**config.mk**
```make
export PLATFORM = sky130hd
export DESIGN_NAME = rv32_exec_sequencer_flat
export DESIGN_NICKNAME = d
export VERILOG_FILES = /design/src/rtl/rv32_exec_sequencer_if.sv /design/src/rtl/rv32_exec_sequencer.sv /design/src/flat_wrapper.sv
export SDC_FILE = /design/constraint.sdc
export NUM_CORES = 1
export LEC_CHECK = 0
export BUFFER_PORTS_ARGS = -buffer_cell sky130_fd_sc_hd__buf_2
export CORE_ASPECT_RATIO = 0.75
export CORE_UTILIZATION = 25
export DETAILED_ROUTE_END_ITERATION = 8
export SETUP_SLACK_MARGIN = 0.3
export SKIP_LAST_GASP = 1
export SYNTH_ARGS = -nofsm -noshare
export SYNTH_HDL_FRONTEND = slang
export SYNTH_SLANG_ARGS = --single-unit
```
**constraint.sdc**
```tcl
create_clock -name clk -period 4.1 [get_ports clk]
set_input_delay 0.41 -clock clk [delete_from_list [all_inputs] [get_ports clk]]
set_output_delay 0.41 -clock clk [all_outputs]
set_load 0.05 [all_outputs]
```
**src/rtl/rv32_exec_sequencer_if.sv**
```systemverilog
// Fetch-to-sequencer instruction handshake.
// Fetch drives the master side; the sequencer is the slave.
interface rv32_exec_sequencer_if;
  logic        instr_valid;
  logic        instr_ready;
  logic [31:0] instr;

  modport master (
    output instr_valid,
    output instr,
    input  instr_ready
  );

  modport slave (
    input  instr_valid,
    input  instr,
    output instr_ready
  );
endinterface

```
**src/rtl/rv32_exec_sequencer.sv**
```systemverilog
// Multi-cycle RV32I sequencer: decode, one-cycle ALU strobe,
// latency wait, then writeback / PC-update commands.
module rv32_exec_sequencer #(
  parameter int ALU_LATENCY  = 1,
  parameter int RETIRE_CNT_W = 32
) (
  input  logic                    clk,
  input  logic                    rst_n,
  rv32_exec_sequencer_if.slave    fetch,
  output logic [4:0]              rs1_addr,
  output logic [4:0]              rs2_addr,
  output logic [31:0]             imm,
  output logic                    lup,
  output logic                    ub,
  output logic                    cb,
  output logic                    mem,
  output logic                    alu_imm,
  output logic                    alu_reg,
  output logic                    iop,
  output logic                    fc,
  output logic [2:0]              finite_control_sig,
  output logic [4:0]              rd_addr,
  output logic                    rd_we,
  output logic                    pc_we,
  output logic                    pc_inc,
  output logic                    retire,
  output logic                    illegal,
  output logic [RETIRE_CNT_W-1:0] retire_count
);

  typedef enum logic [2:0] {
    S_IDLE, S_DECODE, S_EXEC, S_WAIT, S_WB, S_TRAP
  } state_t;

  typedef enum logic [2:0] {
    C_NONE, C_LUP, C_UB, C_CB, C_IMM, C_REG
  } cls_t;

  localparam logic [1:0] WAIT_INIT = 2'(ALU_LATENCY - 2);

  state_t state_q, state_d;
  cls_t   cls_q, dec_cls;
  logic [1:0]  cnt_q, cnt_d;
  logic [31:0] instr_q, imm_q, dec_imm;
  logic [4:0]  rs1_q, rs2_q, rd_q;
  logic [2:0]  fcs_q, dec_fcs;
  logic        iop_q, dec_iop, dec_ok;
  logic [RETIRE_CNT_W-1:0] rcnt_q;

  logic [4:0] op;
  logic [2:0] f3;
  logic [6:0] f7;
  logic       quad;

  assign op   = instr_q[6:2];
  assign f3   = instr_q[14:12];
  assign f7   = instr_q[31:25];
  assign quad = instr_q[1:0] == 2'b11;

  always_comb begin
    dec_ok  = 1'b0;
    dec_cls = C_NONE;
    dec_imm = '0;
    dec_iop = 1'b0;
    dec_fcs = f3;
    unique case (1'b1)
      op == 5'b00100: begin
        dec_cls = C_IMM;
        dec_imm = {{20{instr_q[31]}}, instr_q[31:20]};
        dec_iop = (f3 == 3'b101) && instr_q[30];
        if (f3 == 3'b001)
          dec_ok = f7 == 7'h00;
        else if (f3 == 3'b101)
          dec_ok = (f7 == 7'h00) || (f7 == 7'h20);
        else
          dec_ok = 1'b1;
      end
      op == 5'b01100: begin
        dec_cls = C_REG;
        dec_iop = instr_q[30];
        dec_ok  = (f7 == 7'h00) ||
                  ((f7 == 7'h20) &&
                   ((f3 == 3'b000) || (f3 == 3'b101)));
      end
      op == 5'b11000: begin
        dec_cls = C_CB;
        dec_imm = {{20{instr_q[31]}}, instr_q[7],
                   instr_q[30:25], instr_q[11:8], 1'b0};
        dec_ok  = (f3 != 3'b010) && (f3 != 3'b011);
      end
      op == 5'b11011: begin
        dec_cls = C_UB;
        dec_fcs = 3'b010;
        dec_imm = {{12{instr_q[31]}}, instr_q[19:12],
                   instr_q[20], instr_q[30:21], 1'b0};
        dec_ok  = 1'b1;
      end
      op == 5'b11001: begin
        dec_cls = C_UB;
        dec_fcs = 3'b011;
        dec_imm = {{20{instr_q[31]}}, instr_q[31:20]};
        dec_ok  = f3 == 3'b000;
      end
      op == 5'b01101: begin
        dec_cls = C_LUP;
        dec_fcs = 3'b000;
        dec_iop = 1'b1;
        dec_imm = {12'b0, instr_q[31:12]};
        dec_ok  = 1'b1;
      end
      op == 5'b00101: begin
        dec_cls = C_LUP;
        dec_fcs = 3'b000;
        dec_imm = {instr_q[31:12], 12'b0};
        dec_ok  = 1'b1;
      end
      default: ;
    endcase
    dec_ok = dec_ok && quad;
  end

  always_comb begin
    state_d           = state_q;
    cnt_d             = cnt_q;
    fetch.instr_ready = 1'b0;
    lup     = 1'b0;
    ub      = 1'b0;
    cb      = 1'b0;
    alu_imm = 1'b0;
    alu_reg = 1'b0;
    rd_we   = 1'b0;
    pc_we   = 1'b0;
    pc_inc  = 1'b0;
    retire  = 1'b0;
    illegal = 1'b0;
    unique case (state_q)
      S_IDLE: begin
        fetch.instr_ready = 1'b1;
        if (fetch.instr_valid)
          state_d = S_DECODE;
      end
      S_DECODE: state_d = dec_ok ? S_EXEC : S_TRAP;
      S_EXEC: begin
        lup     = cls_q == C_LUP;
        ub      = cls_q == C_UB;
        cb      = cls_q == C_CB;
        alu_imm = cls_q == C_IMM;
        alu_reg = cls_q == C_REG;
        cnt_d   = WAIT_INIT;
        state_d = (ALU_LATENCY == 1) ? S_WB : S_WAIT;
      end
      S_WAIT: begin
        if (cnt_q == 2'd0)
          state_d = S_WB;
        else
          cnt_d = cnt_q - 2'd1;
      end
      S_WB: begin
        rd_we   = (cls_q != C_CB) && (rd_q != 5'd0);
        pc_we   = (cls_q == C_UB) || (cls_q == C_CB);
        pc_inc  = (cls_q == C_IMM) || (cls_q == C_REG) ||
                  (cls_q == C_LUP);
        retire  = 1'b1;
        state_d = S_IDLE;
      end
      S_TRAP: begin
        illegal = 1'b1;
        state_d = S_IDLE;
      end
      default: state_d = S_IDLE;
    endcase
  end

  always_ff @(posedge clk or negedge rst_n) begin
    if (!rst_n) begin
      state_q <= S_IDLE;
      cnt_q   <= '0;
      instr_q <= '0;
      cls_q   <= C_NONE;
      imm_q   <= '0;
      rs1_q   <= '0;
      rs2_q   <= '0;
      rd_q    <= '0;
      fcs_q   <= '0;
      iop_q   <= 1'b0;
      rcnt_q  <= '0;
    end else begin
      state_q <= state_d;
      cnt_q   <= cnt_d;
      if (state_q == S_IDLE && fetch.instr_valid)
        instr_q <= fetch.instr;
      // Decode results stay frozen until the next DECODE.
      if (state_q == S_DECODE) begin
        cls_q <= dec_cls;
        imm_q <= dec_imm;
        iop_q <= dec_iop;
        fcs_q <= dec_fcs;
        rs1_q <= instr_q[19:15];
        rs2_q <= instr_q[24:20];
        rd_q  <= instr_q[11:7];
      end
      if (state_q == S_WB)
        rcnt_q <= rcnt_q + 1'b1;
    end
  end

  assign rs1_addr           = rs1_q;
  assign rs2_addr           = rs2_q;
  assign rd_addr            = rd_q;
  assign imm                = imm_q;
  assign iop                = iop_q;
  assign finite_control_sig = fcs_q;
  assign mem                = 1'b0;
  assign fc                 = 1'b0;
  assign retire_count       = rcnt_q;

endmodule

```
**src/flat_wrapper.sv**
```systemverilog
// flat-port wrapper written by rule: the top's interface ports become plain ports
module rv32_exec_sequencer_flat 
#(
  parameter int ALU_LATENCY  = 1,
  parameter int RETIRE_CNT_W = 32
)
  (clk, rst_n, rs1_addr, rs2_addr, imm, lup, ub, cb, mem, alu_imm, alu_reg, iop, fc, finite_control_sig, rd_addr, rd_we, pc_we, pc_inc, retire, illegal, retire_count, fetch_instr_valid, fetch_instr, fetch_instr_ready);
  rv32_exec_sequencer_if fetch_i ();
  input  logic clk;
  input  logic rst_n;
  output logic [4:0] rs1_addr;
  output logic [4:0] rs2_addr;
  output logic [31:0] imm;
  output logic lup;
  output logic ub;
  output logic cb;
  output logic mem;
  output logic alu_imm;
  output logic alu_reg;
  output logic iop;
  output logic fc;
  output logic [2:0] finite_control_sig;
  output logic [4:0] rd_addr;
  output logic rd_we;
  output logic pc_we;
  output logic pc_inc;
  output logic retire;
  output logic illegal;
  output logic [RETIRE_CNT_W-1:0] retire_count;
  input wire logic [$bits(fetch_i.instr_valid)-1:0] fetch_instr_valid;
  input wire logic [$bits(fetch_i.instr)-1:0] fetch_instr;
  output wire logic [$bits(fetch_i.instr_ready)-1:0] fetch_instr_ready;
  assign fetch_i.instr_valid = fetch_instr_valid;
  assign fetch_i.instr = fetch_instr;
  assign fetch_instr_ready = fetch_i.instr_ready;
  rv32_exec_sequencer #(.ALU_LATENCY(ALU_LATENCY), .RETIRE_CNT_W(RETIRE_CNT_W)) u_core (.clk(clk), .rst_n(rst_n), .fetch(fetch_i), .rs1_addr(rs1_addr), .rs2_addr(rs2_addr), .imm(imm), .lup(lup), .ub(ub), .cb(cb), .mem(mem), .alu_imm(alu_imm), .alu_reg(alu_reg), .iop(iop), .fc(fc), .finite_control_sig(finite_control_sig), .rd_addr(rd_addr), .rd_we(rd_we), .pc_we(pc_we), .pc_inc(pc_inc), .retire(retire), .illegal(illegal), .retire_count(retire_count));
endmodule
```
Word level (Yosys, flattened, before mapping) --
Index checks and enable logic that the tools add are counted.
Cells by class: bitwise logic cells 0, order comparisons 0, reduce and logical (&&, ||, !) cells 24, shift-type cells 0, divide/modulo/power cells 0, add/sub/neg operators 2, eq/ne operators 27, multipliers 0, muxes and demuxes 24
Operators with widths (number):
- $pmux W32 S5 | 1
- $add A32 B1 Y32 const B | 1
- $eq A3 B3 Y1 const B | 5
- $eq A5 B5 Y1 const B | 3
- $pmux W3 S5 | 1
- $mux W1 | 13
- $eq A3 B2 Y1 const B | 4
- $pmux W3 S4 | 1
- $eq A5 B3 Y1 const B | 2
- $eq A5 B4 Y1 const B | 2
- $eq A3 B1 Y1 const B | 3
- $mux W3 | 3
- $ne A3 B2 Y1 const B | 3
- $pmux W3 S3 | 1
- $eq A7 B6 Y1 const B | 1
- $logic_not A7 Y1 | 1
- $logic_and A1 B1 Y1 | 6
- $logic_not A3 Y1 | 2
- $logic_or A1 B1 Y1 | 6
- $reduce_or A2 Y1 | 3
- $pmux W1 S5 | 1
- $reduce_bool A5 Y1 | 1
- $ne A2 B2 Y1 const B | 2
- $pmux W2 S2 | 1
- 9 further kinds | 10
Storage, ports and cells: output and inout bits 96, flip-flop bits (word level) 123, bits in writable memories 0, bits in read-only memories 0, bits in latches 0, bits of input ports 35, logic and storage cells 88, memories 0

Longest topological paths before layout --
Gate-level depths: netlist (run 1).
depth in word-level cells 8, mapped depth 8, mapped depth without buffers 7

Least setup slack after synthesis (run 1) --
OpenSTA, ideal clock, no wires.
path kind reg-to-reg, start point register u_core.state_q[2], end point register u_core.instr_q[0], cell stages (with the launch flop) 7, arrival 2552 ps, required time 3975 ps, period minus slack after synthesis 2677 ps, path slack 1423 ps, setup time 125 ps, buffers on the path 3, cell sequence dfrtp_1 > buf_2 > nor3_1 > and2_1 > buf_2 > buf_2 > mux2_2
On the way: longest elaborated chain between the ends 2
Ends and longest elaborated chain:
- from (decl) | RTL line rv32_exec_sequencer.sv:41 | state_t state_q, state_d;
- from (signal assigned) | RTL line rv32_exec_sequencer.sv:188 | state_q <= state_d;
- $logic_not A3 Y1 | RTL line rv32_exec_sequencer.sv:190 | if (state_q == S_IDLE && fetch.instr_valid)
- $logic_and A1 B1 Y1 | RTL line rv32_exec_sequencer.sv:190
- to (signal assigned) | RTL line rv32_exec_sequencer.sv:191 | instr_q <= fetch.instr;
- to (decl) | RTL line rv32_exec_sequencer.sv:44 | logic [31:0] instr_q, imm_q, dec_imm;
No other way between the ends. A chain may end at the register's enable or synchronous reset.

Final worst setup path (run 1) --
start point register u_core.state_q[1], end point output port lup
On the way: longest elaborated chain between the ends 2
Ends and longest elaborated chain:
- $eq A3 B2 Y1 | RTL line rv32_exec_sequencer.sv:136 | unique case (state_q)
- $mux W1 | RTL line rv32_exec_sequencer.sv:136
- to (decl) | RTL line flat_wrapper.sv:14 | output logic lup;
No other way between the ends.

==> impl_metrics.csv, run 1 <==
group,metric,value,unit
cts,cts_setup_buffers,0,
grt,grt_max_degree,68,
timing,rsz0062_at_grt,"no",
logic_synthesis,synthMuxAreaShare,6.148,%
pwr,ir_worst_vdd,0.4055,mV
timing,finalSetupTns,0,ns
pwr,power_density,826.5,nW/µm²
layout,fillers,2304,
grt,grtUsageTotal,13.89,%
drt,firstDrtPassIters,5,
cts,h-tree-depth,4,
logic_synthesis,synth_top_area_cell,"dfrtp_1",
logic_synthesis,synthSimpleGateAreaFrac,17.78,%
drt,drtIter0Drc,341,
outcome,status,"complete, no violations",
floorplan,pin_count,131,
logic_synthesis,yosysSeqAreaShare,54.21,%
layout,layout_commonest_cell,"buf_2",
logic_synthesis,synthAdderAreaFrac,0.4407,%
logic_synthesis,syn_area,5678,µm²
layout,seq_area,3078,µm²
placed_design,dp_hpwl,11130,µm
layout,utilization,32.28,%
drt,drc,0,
min_path,hold_class,"in -> async",
logic_synthesis,ys_types,61,
logic_synthesis,netlist.area_leader.share,54.21,%
placed_design,routabilityCongestion,0.8216,
drt,final_antenna_net_count,0,
timing,tightest_slew,1.091,ns
layout,antenna_cells,0,
layout,layout-drive-gt1-share,33.43,%
logic_synthesis,synth_edf_count,0,
drt,vias,4499,
timing,fin_crit_sh,59.15,%
grt,grt_pass1_wl,24880,µm
logic_synthesis,synthTopCellsByArea,"dfrtp_1 54%, nand2_1 6.7%, mux2_2 6.1%, xnor2_1 4.2%, a22oi_1 2.2%",
logic_synthesis,syn_inst,535,
critical_path,crit_required,3.69,ns
critical_path,crit_path_end_kind,"output port",
layout,nets,691,
layout,final_cell_mix,"127 x buf_2, 123 x dfrtp_1, 102 x nand2_1",
floorplan,die_x,176.0,µm
critical_path,arrival,2.02,ns
critical_path,worstSetupPathType,"reg -> out",
grt,grt_pass1_vias,4393,
layout,multi_input_area,2386,µm²
logic_synthesis,yosys_warnings,0,
logic_synthesis,synthXorXnorAreaFrac,4.782,%
pwr,p_leak,3.380,nW
cts,worstSkewPairLatency,0.42,ns
cts,clockRootBuffer,"clkbuf_16",
timing,hold_viol,0,
cts,cts_hold_buf,0,
timing,min_period,2.425,ns
job,drv_cap,0,
logic_synthesis,syn_area_per_cell,10.61,µm²
floorplan,start_util,25.61,%
floorplan,dieArea,23330,µm²
timing,max_slew_margin,27.24,%
timing,slew_violations,0,
critical_path,r2r_slack,1.68,ns
pwr,fin_total_pwr,5.915,mW
cts,cts.clk_slew.worst_paths,0.06,ns
timing,setup_viol,0,
grt,overflow,0,
critical_path,crit_fanout,9,
layout,syn2layout_area_growth,26.05,%
logic_synthesis,async_reset_ff_share,100.0,%
logic_synthesis,synth_top_family_by_area,"simple AND/OR/NAND/NOR gates",
cts,cts_buffer_depth,2,
critical_path,worstSetupStartpointType,"flip-flop",
placed_design,io_buffer_count,128,
cts,ctsResizeCount,0,
cts,cts-buffers-inserted,17,
timing,clock_skew,0.01002,ns
logic_synthesis,ys_ff_latch,123,
cts,clock-sinks,123,
grt,antenna_found_initial,1,
drt,wl,15580,µm
logic_synthesis,synth_flop_cell,"dfrtp_1",
floorplan,coreArea,22170,µm²
timing,fmax,412.3,MHz
logic_synthesis,synth-compound-area-share,12.63,%
drt,via_per_inst,4.682,
floorplan,die-height,132.5,µm
floorplan,num_rows,47,
drt,wl_per_cell,16.21,µm
cts,cts_tree,"yes",
## worst paths after layout
kind                                                  endpoint                            from  cells after the start
max in group asynchronous           u_core.imm[10]$_DFFE_PN0P_                           rst_n                      2
min in group clk                u_core.instr_q[17]$_DFFE_PN0P_                 fetch_instr[17]                      2
max                                                        lup   u_core.state_q[1]$_DFFE_PN0P_                      4
min                        u_core.retire_count[31]$_DFFE_PN0P_                           rst_n                      1
max reg2reg                          u_core.imm[3]$_DFFE_PN0P_   u_core.state_q[0]$_DFFE_PN0P_                      4
min reg2reg                     u_core.rs1_addr[4]$_DFFE_PN0P_  u_core.rs1_addr[4]$_DFFE_PN0P_                      2
## flip-flops by register name, summed over array words and instances, names as in the netlist
| register | cells |
|---|---|
| u_core.imm | 32 |
| u_core.instr_q | 32 |
| u_core.retire_count | 32 |
| u_core.rd_addr | 5 |
| u_core.rs1_addr | 5 |
| u_core.rs2_addr | 5 |
| u_core.cls_q | 3 |
| u_core.finite_control_sig | 3 |
| u_core.state_q | 3 |
| u_core.cnt_q | 2 |
| u_core.iop | 1 |
## where the power goes
group	internal [mW]	switching, mW	total (mW)
Clock	0.940	0.620	1.56
Sequential	1.59	0.496	2.09
Combinational	0.659	1.61	2.27
Total	3.19	2.72	5.91
## synth_stat cells (4+ instances only)
| library cell | n |
|---|---|
| dfrtp_1 | 123 |
| nand2_1 | 102 |
| mux2_2 | 31 |
| xnor2_1 | 27 |
| a21oi_1 | 23 |
| nor2_1 | 20 |
| o21ai_0 | 19 |
| a22oi_1 | 17 |
| buf_2 | 15 |
| nand3_1 | 14 |
| o21ai_2 | 12 |
| o21ai_1 | 11 |
| nand4_1 | 9 |
| nor3_1 | 9 |
| and3_1 | 7 |
| inv_1 | 6 |
| nor2b_1 | 6 |
| a211oi_1 | 5 |
| buf_4 | 5 |
| a222oi_1 | 4 |
| clkbuf_1 | 4 |
| xor2_1 | 4 |
## per-layer routing
| layer | wire [µm] | up-vias | GRT usage (%) |
|---|---|---|---|
| li1 | - | 2132 | - |
| met1 | 7467 | 2195 | 19.99 |
| met2 | 6810 | 154 | 19.86 |
| met3 | 1170 | 16 | 4.052 |
| met4 | 125 | 2 | 4.203 |
| met5 | 8 | - | 0 |
## metrics by stage
step                setup WS (ns)  hold WS [ns]  instances  instance area (µm²)
finish                      1.675        0.1048        961                 7157
global route                1.488        0.1713        961                 7157
CTS                         1.547        0.1345        961                 7157
detailed placement          1.705        0.4611        929                 6541
global placement            1.823        0.4598        929                 6541
floorplan                   1.423        0.1144        536                 5682
## cells by family after synthesis
family / count (synthesis)
adders and majority gates: 2
other: 1
muxes: 31
and+or+nand+nor: 200
DFF: 123
buffers and inverters: 40
xor gates and xnor gates: 31
AOI/OAI and AO/OA: 107
## worst max-delay path: stages, from the launching register on
cell,delay [ns]
dfrtp_1,0.53
nor2b_1,0.29
nand2_1,0.13
nor4_1,0.31
buf_2,0.34
## final cells by class
cell class / instances / area share (%)
clock buffers: 18 / 6.136
clock inverters: 14 / 2.465
inverters: 8 / 0.4371
multi-input cells: 373 / 33.34
flip-flops and latches: 123 / 43.01
well taps: 294 / 5.140
repair buffers: 131 / 9.476
(Power assumes the default switching activity.)
==> inputs of run 2 (changes only) <==
- clock period: 4.1 -> 2.48 ns (I/O delays scaled with it)
==> run 2 against run 1 <==
Sequential power is 65% higher. Register-to-register slack lost 1.2 ns. Routed wire length is 2.3% higher. Clock-buffer cell count rose by 1. Flip-flop and latch count unchanged. Critical path type unchanged. Critical endpoint is now rd_we. Largest cell class unchanged.
==> impl_metrics.csv, run 2 (synthesis gave the netlist of run 1 again) <==
group,metric,value,unit
layout,antenna_cells,0,
critical_path,arrival,1.83,ns
critical_path,cpMaxStageDelayCell,"dfrtp_1",
floorplan,die-height,132.5,µm
critical_path,worstSetupStartpointType,"flip-flop",
layout,layout_commonest_cell,"buf_2",
pwr,power_density,1341,nW/µm²
timing,finalSetupTns,0,ns
critical_path,r2r_slack,0.48,ns
pwr,ir_worst_vdd,0.7728,mV
min_path,hold-path-cell-count,2,
outcome,status,"complete, no violations",
critical_path,max_stage_delay,0.39,ns
drt,via_per_inst,4.733,
critical_path,r2r_cells,4,
grt,grt_max_degree,51,
cts,worstSkewPairLatency,0.41,ns
timing,hold_viol,0,
drt,drtIter0Drc,329,
timing,slew_violations,0,
timing,setup_viol,0,
layout,syn2layout_area_growth,27.88,%
floorplan,num_rows,47,
drt,drc,0,
min_path,min_from,"fetch_instr[18]",
timing,clock_skew,0.006568,ns
pwr,p_leak,3.416,nW
grt,use_met2,19.36,%
placed_design,dp_slack,0.4930,ns
job,drv_cap,0,
min_path,min_to,"u_core.instr_q[18]$_DFFE_PN0P_",
cts,cts-buffers-inserted,17,
cts,clock-sinks,123,
cts,cts_setup_buffers,0,
critical_path,crit_path_end_kind,"output port",
grt,use_met1,21.61,%
cts,cts_buffer_depth,2,
floorplan,dieArea,23330,µm²
floorplan,pin_count,131,
cts,cts_tree,"yes",
drt,wl,15930,µm
cts,h-tree-depth,4,
timing,fmax,481.0,MHz
placed_design,dpl_cell_area,6685,µm²
cts,cts.clk_slew.worst_paths,0.06,ns
drt,final_antenna_net_count,0,
floorplan,start_util,25.61,%
placed_design,routabilityCongestion,0.7986,
grt,gr-usage-met3,3.736,%
critical_path,cp_cell_sequence,"buf_4 -> nor2_4 -> nand2_2 -> a311oi_2 -> clkbuf_4",
grt,grt_pass1_vias,4345,
timing,tightest_slew,0.6798,ns
layout,nets,704,
critical_path,rr_startpoint,"u_core.state_q[2]$_DFFE_PN0P_",
layout,final_cell_mix,"124 x buf_2, 122 x dfrtp_1, 102 x nand2_1",
critical_path,r2r-end,"u_core.imm[13]$_DFFE_PN0P_",
timing,layout_setup_ws,0.4008,ns
critical_path,crit_required,2.23,ns
grt,grtUsageTotal,14.16,%
placed_design,dp_hpwl,11670,µm
timing,min_period,2.079,ns
drt,wl_per_cell,16.38,µm
grt,antenna_found_initial,0,
layout,layout-drive-gt1-share,35.20,%
grt,grt_pass1_wl,25210,µm
drt,vias,4605,
min_path,hold_class,"in -> reg",
placed_design,io_buffer_count,128,
critical_path,worstSetupPathType,"reg -> out",
layout,final_area,7261,µm²
critical_path,crit_fanout,9,
timing,rsz0062_at_grt,"no",
grt,busiest_layer,"met1",
timing,max_slew_margin,54.68,%
grt,overflow,0,
floorplan,coreArea,22170,µm²
cts,clockRootBuffer,"clkbuf_16",
floorplan,die_x,176.0,µm
drt,firstDrtPassIters,7,
timing,fin_crit_sh,83.84,%
run 2: cell type report:
class / instances / area [µm²]
repair buffers: 144 / 810.8
multi-input cells: 373 / 2415
well taps: 294 / 367.9
flip-flops and latches: 123 / 3079
clock buffers: 19 / 442.9
clock inverters: 12 / 113.9
inverters: 8 / 31.28
fillers: 2272 / 14910
run 2: what timing repair did:
action | 4_1_cts | 5_1_grt
endpoints found under the setup margin | 2 | 1
endpoints found under the hold margin | 47 | 0
gates resized for setup | 3 | 1
hold buffers | 1 | 0
run 2: report_power, final:
part	internal (mW)	switching [mW]	leakage, nW
Combinational	1.20	2.73	1.55
Clock	1.41	0.954	0.262
Sequential	2.64	0.808	1.60
Total	5.25	4.49	3.42
run 2: worst max path at each step:
stage,from,slack (ns),cells after the start,to
floorplan,u_core.state_q[2]$_DFFE_PN0P_,0.26,6,u_core.instr_q[0]$_DFFE_PN0P_
global placement,u_core.state_q[1]$_DFFE_PN0P_,0.51,4,u_core.imm[13]$_DFFE_PN0P_
detailed placement,u_core.state_q[1]$_DFFE_PN0P_,0.49,4,u_core.imm[13]$_DFFE_PN0P_
CTS,u_core.state_q[0]$_DFFE_PN0P_,0.36,5,rd_we
global route,u_core.state_q[0]$_DFFE_PN0P_,0.32,5,rd_we
finish,u_core.state_q[0]$_DFFE_PN0P_,0.40,5,rd_we
run 2: through the flow:
| stage | hold WS [ns] | util, % | std cells | total power, mW |
|---|---|---|---|---|
| 3_5_place_dp | 0.3309 | 30.15 | 941 | 7.400 |
| 4_1_cts | 0.04349 | 32.74 | 973 | 9.800 |
| 6_report | 0.06207 | 32.75 | 973 | 9.735 |
| 2_1_floorplan | -0.04759 | - | 536 | 6.226 |
| 5_1_grt | 0.04986 | 32.75 | 973 | 10.30 |
| 3_3_place_gp | 0.3282 | 30.15 | 941 | 7.360 |
run 2: metal layers:
metal / up-vias / wire length, µm
met4: 0 / 119
met5: - / 0
met2: 160 / 6769
li1: 2165 / -
met3: 12 / 986
met1: 2268 / 8058
run 2: critical path, delay by kind of cell, from the launching register on:
kind,cells,cell delay (ns)
buffers and inverters,2,0.47
flip-flops,1,0.39
AND/OR/NAND/NOR,2,0.26
AO/OA/AOI/OAI,1,0.30
==> inputs of run 3 (changes only) <==
- clock period: 2.48 -> 2.1 ns (I/O delays scaled with it)
==> run 3 against run 2 <==
Critical path depth down 1. Flip-flop and latch count unchanged. Global-route usage up 0.37 points. Clock power up 31%. Setup slack worse by 0.19 ns. Sequential power up 18%. First-iteration DRC count up 6.4%. Cell count up 4.1%. Power up 32%. Largest power group unchanged. Clock skew up 0.0029 ns. Hold slack worse by 0.044 ns. Clock-buffer cell count up 1.
==> impl_metrics.csv, run 3 (synthesis gave the netlist of run 1 again) <==
group,metric,value,unit
outcome,status,"complete, no violations",
grt,antenna_found_initial,1,
layout,multi_input_area,2731,µm²
cts,cts_buffer_depth,2,
placed_design,dp_hpwl,11700,µm
drt,wl_per_cell,17.00,µm
min_path,hold_class,"in -> reg",
pwr,fin_total_pwr,12.85,mW
cts,cts.clk_slew.worst_paths,0.06,ns
timing,hold_viol,0,
layout,fillers,2199,
placed_design,dpl_cell_area,6909,µm²
layout,layout-drive-gt1-share,44.57,%
grt,grt_pass1_vias,4427,
cts,cts_tree,"yes",
layout,seq_area,3099,µm²
floorplan,die_x,176.0,µm
cts,clockRootBuffer,"clkbuf_16",
critical_path,worstSetupStartpointType,"flip-flop",
timing,slew_violations,0,
pwr,power_density,1594,nW/µm²
layout,layout_commonest_cell,"buf_2",
drt,firstDrtPassIters,8,
critical_path,crit_required,1.89,ns
grt,overflow,0,
drt,vias,4724,
floorplan,pin_count,131,
critical_path,crit_fanout,2,
critical_path,worstSetupPathType,"reg -> out",
floorplan,die-height,132.5,µm
timing,rsz0062_at_grt,"yes",
grt,grtUsageTotal,14.53,%
layout,final_area,8060,µm²
min_path,hold-path-cell-count,2,
timing,fin_crit_sh,90.10,%
grt,grt_pass1_wl,25750,µm
timing,finalSetupTns,0,ns
timing,min_period,1.892,ns
grt,grt_max_degree,46,
timing,clock_skew,0.009453,ns
timing,layout_setup_ws,0.2078,ns
critical_path,arrival,1.68,ns
placed_design,io_buffer_count,128,
cts,clock-sinks,123,
floorplan,start_util,25.61,%
placed_design,routabilityCongestion,0.8345,
drt,drc,0,
pwr,p_leak,3.776,nW
layout,final_cell_mix,"116 x buf_2, 106 x dfrtp_1, 101 x nand2_1",
timing,setup_viol,0,
critical_path,cpMaxStageDelayCell,"or4_4",
timing,fmax,528.5,MHz
drt,wl,17220,µm
layout,nets,742,
floorplan,coreArea,22170,µm²
floorplan,num_rows,47,
job,drv_cap,0,
critical_path,cp_cell_sequence,"or4_4 -> nor2_4 -> a311oi_4 -> buf_6",
cts,cts-buffers-inserted,17,
drt,final_antenna_net_count,0,
critical_path,crit_path_end_kind,"output port",
placed_design,dp_slack,0.2590,ns
critical_path,max_stage_delay,0.55,ns
drt,drtIter0Drc,350,
pwr,ir_worst_vdd,0.9533,mV
cts,worstSkewPairLatency,0.42,ns
drt,via_per_inst,4.663,
cts,h-tree-depth,4,
critical_path,r2r_cells,9,
layout,syn2layout_area_growth,41.96,%
floorplan,dieArea,23330,µm²
[run 3: layout make-up]
| type | count | share of cell area, % |
|---|---|---|
| inverters | 8 | 0.4657 |
| diodes | 1 | 0.03105 |
| flip-flops and latches | 123 | 38.45 |
| clock buffers | 20 | 5.666 |
| well taps | 294 | 4.564 |
| repair buffers | 182 | 14.92 |
| multi-input cells | 373 | 33.89 |
| clock inverters | 12 | 2.018 |
[run 3: per-layer routing]
metal / track usage (%) / vias to the layer above / part of all wire (%)
li1: - / 2227 / -
met1: 20.58 / 2323 / 48
met2: 21.26 / 166 / 44
met3: 4.368 / 8 / 7.1
met4: 4.010 / 0 / 0.73
met5: 0 / - / 0
[run 3: path summary, 6_finish.rpt]
| check | endpoint | slack [ns] | from |
|---|---|---|---|
| setup / recovery | rd_we | 0.21 | u_core.rd_addr[0]$_DFFE_PN0P_ |
| hold reg to reg | u_core.finite_control_sig[2]$_DFFE_PN0P_ | 0.46 | u_core.finite_control_sig[2]$_DFFE_PN0P_ |
| min in group asynchronous | u_core.retire_count[9]$_DFFE_PN0P_ | 0.30 | rst_n |
| setup reg to reg | u_core.retire_count[22]$_DFFE_PN0P_ | 0.33 | u_core.state_q[0]$_DFFE_PN0P_ |
| hold / removal | u_core.instr_q[19]$_DFFE_PN0P_ | 0.02 | fetch_instr[19] |
| max in group asynchronous | u_core.instr_q[27]$_DFFE_PN0P_ | 1.19 | rst_n |
[run 3: worst max-delay path: cells and delay by family, from the launching register on]
family | cells | cell delay, ns
compound gates | 1 | 0.05
buf+inv | 1 | 0.17
flops | 1 | 0.38
simple gates | 2 | 0.66
[run 3: timing repair]
action,CTS,global route
setup buffers,12,14
resized for setup,33,37
hold buffers,2,2
hold endpoints to repair,32,2
setup endpoints to repair,35,86
pin swaps,7,15
cloned,0,1
[run 3: per-stage QoR]
step,cells,utilization (%),hold slack [ns]
floorplan,536,-,-0.08559
global placement,949,31.16,0.2026
detailed placement,949,31.16,0.2049
CTS,995,35.01,0.0004387
global route,1012,36.35,0.0008690
finish,1013,36.36,0.01784
[run 3: power breakdown]
part	total, mW	internal (mW)	switching [mW]	leakage, nW
clock	3.08	1.94	1.14	0.298
sequential	4.05	3.12	0.928	1.58
combinational	5.72	2.10	3.61	1.90
